===== src/rtl/easyaxi_seq_pkg.sv =====
`default_nettype none
// ============================================================================
// easyaxi_seq_pkg : state and mode encodings shared by the EASYAXI sequencer
// Revision: 1.0
// ============================================================================
package easyaxi_seq_pkg;

    localparam logic [2:0] ST_IDLE   = 3'd0;
    localparam logic [2:0] ST_SEL    = 3'd1;
    localparam logic [2:0] ST_RD_ISS = 3'd2;
    localparam logic [2:0] ST_RD_REL = 3'd3;
    localparam logic [2:0] ST_WR_ISS = 3'd4;
    localparam logic [2:0] ST_WR_REL = 3'd5;
    localparam logic [2:0] ST_FIN    = 3'd6;
    localparam logic [2:0] ST_ERR    = 3'd7;

    localparam logic [1:0] MODE_RD_FIRST = 2'b00;
    localparam logic [1:0] MODE_WR_FIRST = 2'b01;
    localparam logic [1:0] MODE_ALT_RD   = 2'b10;
    localparam logic [1:0] MODE_ALT_WR   = 2'b11;

    // An exhausted side always yields to the other; otherwise the mode decides.
    function automatic logic pick_read(
        input logic [1:0] mode,
        input logic       rd_left,
        input logic       wr_left,
        input logic       last_wr
    );
        logic r;
        r = 1'b1;
        if (!wr_left) begin
            r = 1'b1;
        end else if (!rd_left) begin
            r = 1'b0;
        end else begin
            case (mode)
                MODE_RD_FIRST: r = 1'b1;
                MODE_WR_FIRST: r = 1'b0;
                MODE_ALT_RD:   r = last_wr;
                MODE_ALT_WR:   r = last_wr;
            endcase
        end
        return r;
    endfunction

endpackage
`default_nettype wire


===== src/rtl/easyaxi_seq_wdog.sv =====
`default_nettype none
// ============================================================================
// easyaxi_seq_wdog : outstanding-command watchdog, flags expiry at TIMEOUT_CYC
// Revision: 1.0
// ============================================================================
module easyaxi_seq_wdog #(
    parameter int TO_W        = 11,
    parameter int TIMEOUT_CYC = 1500
) (
    input  logic clk,
    input  logic rst,
    input  logic clr,
    input  logic inc,
    output logic expired
);

    localparam logic [TO_W-1:0] C_LAST = TO_W'(TIMEOUT_CYC - 1);

    logic [TO_W-1:0] r_cnt;

    always_ff @(posedge clk) begin
        if (rst || clr) begin
            r_cnt <= '0;
        end else if (inc) begin
            r_cnt <= r_cnt + TO_W'(1);
        end
    end

    // Asserted in the last cycle of the window so the enable has been high TIMEOUT_CYC cycles.
    assign expired = inc && (r_cnt == C_LAST);

endmodule
`default_nettype wire


===== src/rtl/easyaxi_seq_ctrl.sv =====
`default_nettype none
// ============================================================================
// easyaxi_seq_ctrl : programmable read/write command sequencer for EASYAXI_TOP
// Revision: 1.0
// ============================================================================
module easyaxi_seq_ctrl
    import easyaxi_seq_pkg::*;
#(
    parameter int CNT_W       = 8,
    parameter int TO_W        = 11,
    parameter int TIMEOUT_CYC = 1500
) (
    input  logic             clk,
    input  logic             rst,
    input  logic             start,
    input  logic [CNT_W-1:0] rd_num,
    input  logic [CNT_W-1:0] wr_num,
    input  logic [1:0]       mode,
    output logic             busy,
    output logic             done,
    output logic             err,
    output logic [CNT_W-1:0] rd_cnt,
    output logic [CNT_W-1:0] wr_cnt,
    output logic             rd_en,
    input  logic             rd_done,
    output logic             wr_en,
    input  logic             wr_done
);

    logic [2:0]       r_state;
    logic [CNT_W-1:0] r_rd_num;
    logic [CNT_W-1:0] r_wr_num;
    logic [CNT_W-1:0] r_rd_cnt;
    logic [CNT_W-1:0] r_wr_cnt;
    logic [1:0]       r_mode;
    logic             r_last_wr;
    logic             r_busy;
    logic             r_done;
    logic             r_err;
    logic             r_rd_en;
    logic             r_wr_en;

    logic w_issuing;
    logic w_expired;
    logic w_rd_left;
    logic w_wr_left;

    assign w_issuing = (r_state == ST_RD_ISS) || (r_state == ST_WR_ISS);
    assign w_rd_left = (r_rd_cnt != r_rd_num);
    assign w_wr_left = (r_wr_cnt != r_wr_num);

    easyaxi_seq_wdog #(
        .TO_W        (TO_W),
        .TIMEOUT_CYC (TIMEOUT_CYC)
    ) u_wdog (
        .clk     (clk),
        .rst     (rst),
        .clr     (!w_issuing),
        .inc     (w_issuing),
        .expired (w_expired)
    );

    always_ff @(posedge clk) begin
        if (rst) begin
            r_state   <= ST_IDLE;
            r_rd_num  <= '0;
            r_wr_num  <= '0;
            r_rd_cnt  <= '0;
            r_wr_cnt  <= '0;
            r_mode    <= MODE_RD_FIRST;
            r_last_wr <= 1'b0;
            r_busy    <= 1'b0;
            r_done    <= 1'b0;
            r_err     <= 1'b0;
            r_rd_en   <= 1'b0;
            r_wr_en   <= 1'b0;
        end else begin
            r_done <= 1'b0;
            case (r_state)
                ST_IDLE: begin
                    if (start) begin
                        r_rd_num  <= rd_num;
                        r_wr_num  <= wr_num;
                        r_mode    <= mode;
                        r_rd_cnt  <= '0;
                        r_wr_cnt  <= '0;
                        r_err     <= 1'b0;
                        r_busy    <= 1'b1;
                        // Seed "last issued" as the opposite of the first alternating pick.
                        r_last_wr <= (mode != MODE_ALT_WR);
                        r_state   <= ST_SEL;
                    end
                end
                ST_SEL: begin
                    if (!w_rd_left && !w_wr_left) begin
                        r_state <= ST_FIN;
                    end else if (pick_read(r_mode, w_rd_left, w_wr_left, r_last_wr)) begin
                        r_rd_en   <= 1'b1;
                        r_last_wr <= 1'b0;
                        r_state   <= ST_RD_ISS;
                    end else begin
                        r_wr_en   <= 1'b1;
                        r_last_wr <= 1'b1;
                        r_state   <= ST_WR_ISS;
                    end
                end
                ST_RD_ISS: begin
                    if (rd_done) begin
                        r_rd_cnt <= r_rd_cnt + CNT_W'(1);
                        r_rd_en  <= 1'b0;
                        r_state  <= ST_RD_REL;
                    end else if (w_expired) begin
                        r_rd_en  <= 1'b0;
                        r_err    <= 1'b1;
                        r_busy   <= 1'b0;
                        r_state  <= ST_ERR;
                    end
                end
                ST_RD_REL: begin
                    if (!rd_done) begin
                        r_state <= ST_SEL;
                    end
                end
                ST_WR_ISS: begin
                    if (wr_done) begin
                        r_wr_cnt <= r_wr_cnt + CNT_W'(1);
                        r_wr_en  <= 1'b0;
                        r_state  <= ST_WR_REL;
                    end else if (w_expired) begin
                        r_wr_en  <= 1'b0;
                        r_err    <= 1'b1;
                        r_busy   <= 1'b0;
                        r_state  <= ST_ERR;
                    end
                end
                ST_WR_REL: begin
                    if (!wr_done) begin
                        r_state <= ST_SEL;
                    end
                end
                ST_FIN: begin
                    r_done  <= 1'b1;
                    r_busy  <= 1'b0;
                    r_state <= ST_IDLE;
                end
                ST_ERR: begin
                    r_state <= ST_IDLE;
                end
                default: begin
                    r_state <= ST_IDLE;
                end
            endcase
        end
    end

    assign busy   = r_busy;
    assign done   = r_done;
    assign err    = r_err;
    assign rd_cnt = r_rd_cnt;
    assign wr_cnt = r_wr_cnt;
    assign rd_en  = r_rd_en;
    assign wr_en  = r_wr_en;

endmodule
`default_nettype wire


===== config.mk =====
export PLATFORM = sky130hd
export DESIGN_NAME = easyaxi_seq_ctrl
export DESIGN_NICKNAME = d
export VERILOG_FILES = /design/src/rtl/easyaxi_seq_pkg.sv /design/src/rtl/easyaxi_seq_wdog.sv /design/src/rtl/easyaxi_seq_ctrl.sv
export SDC_FILE = /design/constraint.sdc
export NUM_CORES = 1
export LEC_CHECK = 0
export CAP_MARGIN = 10
export CORE_UTILIZATION = 40
export DETAILED_ROUTE_END_ITERATION = 8
export DONT_BUFFER_PORTS = 1
export GPL_ROUTABILITY_DRIVEN = 0
export PLACE_DENSITY_LB_ADDON = 0.08
export SKIP_CTS_REPAIR_TIMING = 1
export SLEW_MARGIN = 20
export SYNTH_ARGS = -nofsm -noshare
export SYNTH_HDL_FRONTEND = slang
export SYNTH_SLANG_ARGS = --single-unit

===== constraint.sdc =====
create_clock -name clk -period 1.5 [get_ports clk]
set_input_delay 0.075 -clock clk [delete_from_list [all_inputs] [get_ports clk]]
set_output_delay 0.075 -clock clk [all_outputs]
set_load 0.005 [all_outputs]

==> run_results.csv <==
group,metric,value,unit
clock_network,clock_latency,0.31,ns
detailed_routing,drtPass1Iterations,4,
final_layout,mostFrequentLayoutCells,"49 x nand2_1, 48 x dfxtp_1, 43 x buf_4",
detailed_routing,drc,0,
synth,netlist_instances,296,
detailed_routing,vias,2172,
floorplan,start_util,41.4,%
floorplan,die-area,0.00645,mm^2
timing,rsz0062_at_grt,"yes",
final_layout,final.fill_count,576,
synth,yosysTopAreaCell,"dfxtp_1",
clock_network,cts_tree,"yes",
clock_network,cts.sinks,54,
outcome,outcome,"complete, no violations",
synth,synth_area_per_cell,8.29,um^2
clock_network,htree_levels,2,
setup_path,startpoint_type,"register",
global_route,overflow,0,
power_and_ir_drop,irDropWorstVdd,796,uV
global_route,use_met3,5.68,%
power_and_ir_drop,powerDensity,1470,mW/mm^2
global_route,grt_first_pass_wirelength,9.10,mm
final_layout,drive_above_1_share,22.6,%
synth,synth_edf_count,0,
floorplan,die_h,80.3,um
timing,worst_pin_slew,0.363,ns
global_route,grt_pass1_vias,1905,
final_layout,antennaDiodeCount,0,
placed_design,dp_hpwl,4.02,mm
final_layout,syn2layout_area_growth,36.0,%
timing,finalSetupViolCount,0,
setup_path,crit_arrival,1.70,ns
global_route,grt-busiest-layer,"met2",
floorplan,rows,28,
synth,syn_nets,322,
synth,syn-cell-area,0.00245,mm^2
detailed_routing,wl_per_cell,13.9,um
global_route,antenna_found_initial,0,
synth,ys_types,38,
timing,hold_violations,0,
synth,synth_top_area_share,44.1,%
detailed_routing,drtIter0Drc,112,
final_layout,final-seq-area,0.00109,mm^2
timing,timing.final.crit_share,99.5,%
clock_network,root_buffer,"clkbuf_8",
detailed_routing,wirelength,6.04,mm
clock_network,cts.path.max_buffers,2,
clock_network,clkSlewWorstSetupHoldPaths,0.10,ns
timing,hold_ws,0.0131,ns
floorplan,io-pin-count,44,
timing,period_needed,1.49,ns
worst_hold_path,holdCritPathClass,"in2reg",
final_layout,final_nets,384,
placed_design,port_buffers,0,
final_layout,multi_input_comb_area,0.00141,mm^2
synth,async_reset_ff_share,0,%
timing,clock.fmax,670,MHz
floorplan,core_area,0.00592,mm^2
setup_path,worstSetupPathType,"reg2reg",
clock_network,cts_buffers,5,
run,cap_violations,0,
synth,yosysSeqAreaShare,44.1,%
setup_path,endpoint_kind,"register",
timing,slew_viol_final,0,
power_and_ir_drop,p_leak,0.00134,uW
synth,yosys_register_bits,54,
global_route,grt_usage,18.4,%
synth,yosys_warnings,0,
global_route,grt_max_degree,33,
synth,synth_area_leaders,"dfxtp_1 44%, xor2_1 8.2%, nand2_1 7.8%, nor2_1 6.1%, a21oi_1 5.9%",
setup_path,required,1.71,ns
global_route,grt_util_met2,27.4,%
timing,setup_tns,0,ns
setup_path,crit_path_max_fanout,21,
detailed_routing,vias_per_cell,5.00,
timing,slew_headroom,75.6,%
detailed_routing,drtAntennaViolNets,0,
final_layout,final_common_cell,"nand2_1",
floorplan,dieWidth,80.3,um
timing,finalClockSkew,0.00898,ns
global_route,grt_use_met1,25.3,%
synth,synth_ff_type,"dfxtp_1",
layout make-up:
type                       count  area share, %
clock inverter                 2           1.80
tap                           75           2.81
inverter                       4          0.450
sequential                    54           32.6
timing repair buffer          67           17.7
clock buffer                   6           2.47
multi-input combinational    226           42.2
registers in the layout (all words and copies together), names as in the netlist, 2 cells and up:
register      flops
u_wdog.r_cnt     11
r_rd_num          8
r_wr_num          8
rd_cnt            8
wr_cnt            8
r_state           3
r_mode            2
metal layers:
| layer | share of wire, % | wire length, um |
|---|---|---|
| met3 | 7.5 | 455 |
| met4 | 1.0 | 61 |
| met5 | 0 | 0 |
| met1 | 46 | 2790 |
| met2 | 45 | 2730 |
stage by stage:
| step | total power, uW | instance area, um^2 | std cells | util [%] | worst slack, ns |
|---|---|---|---|---|---|
| floorplan | 2800 | 2460 | 296 | - | 0.000540 |
| global placement | 3360 | 2810 | 398 | 47.4 | -0.0346 |
| detailed placement | 3370 | 2810 | 398 | 47.4 | -0.0401 |
| CTS | 4560 | 2950 | 406 | 49.8 | -0.0636 |
| global route | 5230 | 3340 | 434 | 56.4 | -0.0987 |
| finish | 4910 | 3340 | 434 | 56.4 | 0.00678 |
Yosys cell counts (3+ instances only):
master	number
ha_1	3
xnor2_1	15
dfxtp_1	54
nand3_1	12
xor2_1	23
nand4_1	7
and4_1	3
o22ai_1	5
nand2b_1	3
a21oi_1	29
nor2_1	40
and3_1	7
clkbuf_1	9
inv_1	4
nand2_1	51
buf_2	3
nor4_1	3
o21ai_0	3
worst paths after layout:
| check | from | to | slack, ns | depth (start not counted) |
|---|---|---|---|---|
| max | r_state[2] | err | 0.007 | 4 |
| min | rd_done | r_state[0] | 0.01 | 3 |
| max reg2reg | r_state[2] | err | 0.007 | 4 |
| min reg2reg | r_mode[0] | r_mode[0] | 0.47 | 2 |
cell families (layout without fill, tap and decap cells):
group | Yosys count | count (layout) | synth area share (%)
simple gates | 135 | 135 | 25.4
flops | 54 | 54 | 44.1
compound gates | 47 | 47 | 11.5
xor+xnor | 38 | 38 | 13.6
buf+inv | 16 | 79 | 2.60
fa+ha+maj | 3 | 3 | 1.53
mux | 3 | 3 | 1.27
power by group:
group	switching, uW	leakage (uW)	internal, uW
combinational	1050	0.000826	892
sequential	141	0.000442	1640
clock	473	0.0000714	712
worst max-delay path, cell delays in order, from the launching register on:
cell	delay [ns]
dfxtp_1	0.33
or4b_4	0.58
buf_4	0.25
a32oi_1	0.19
nor2_1	0.05
(Power assumes the default switching activity.)
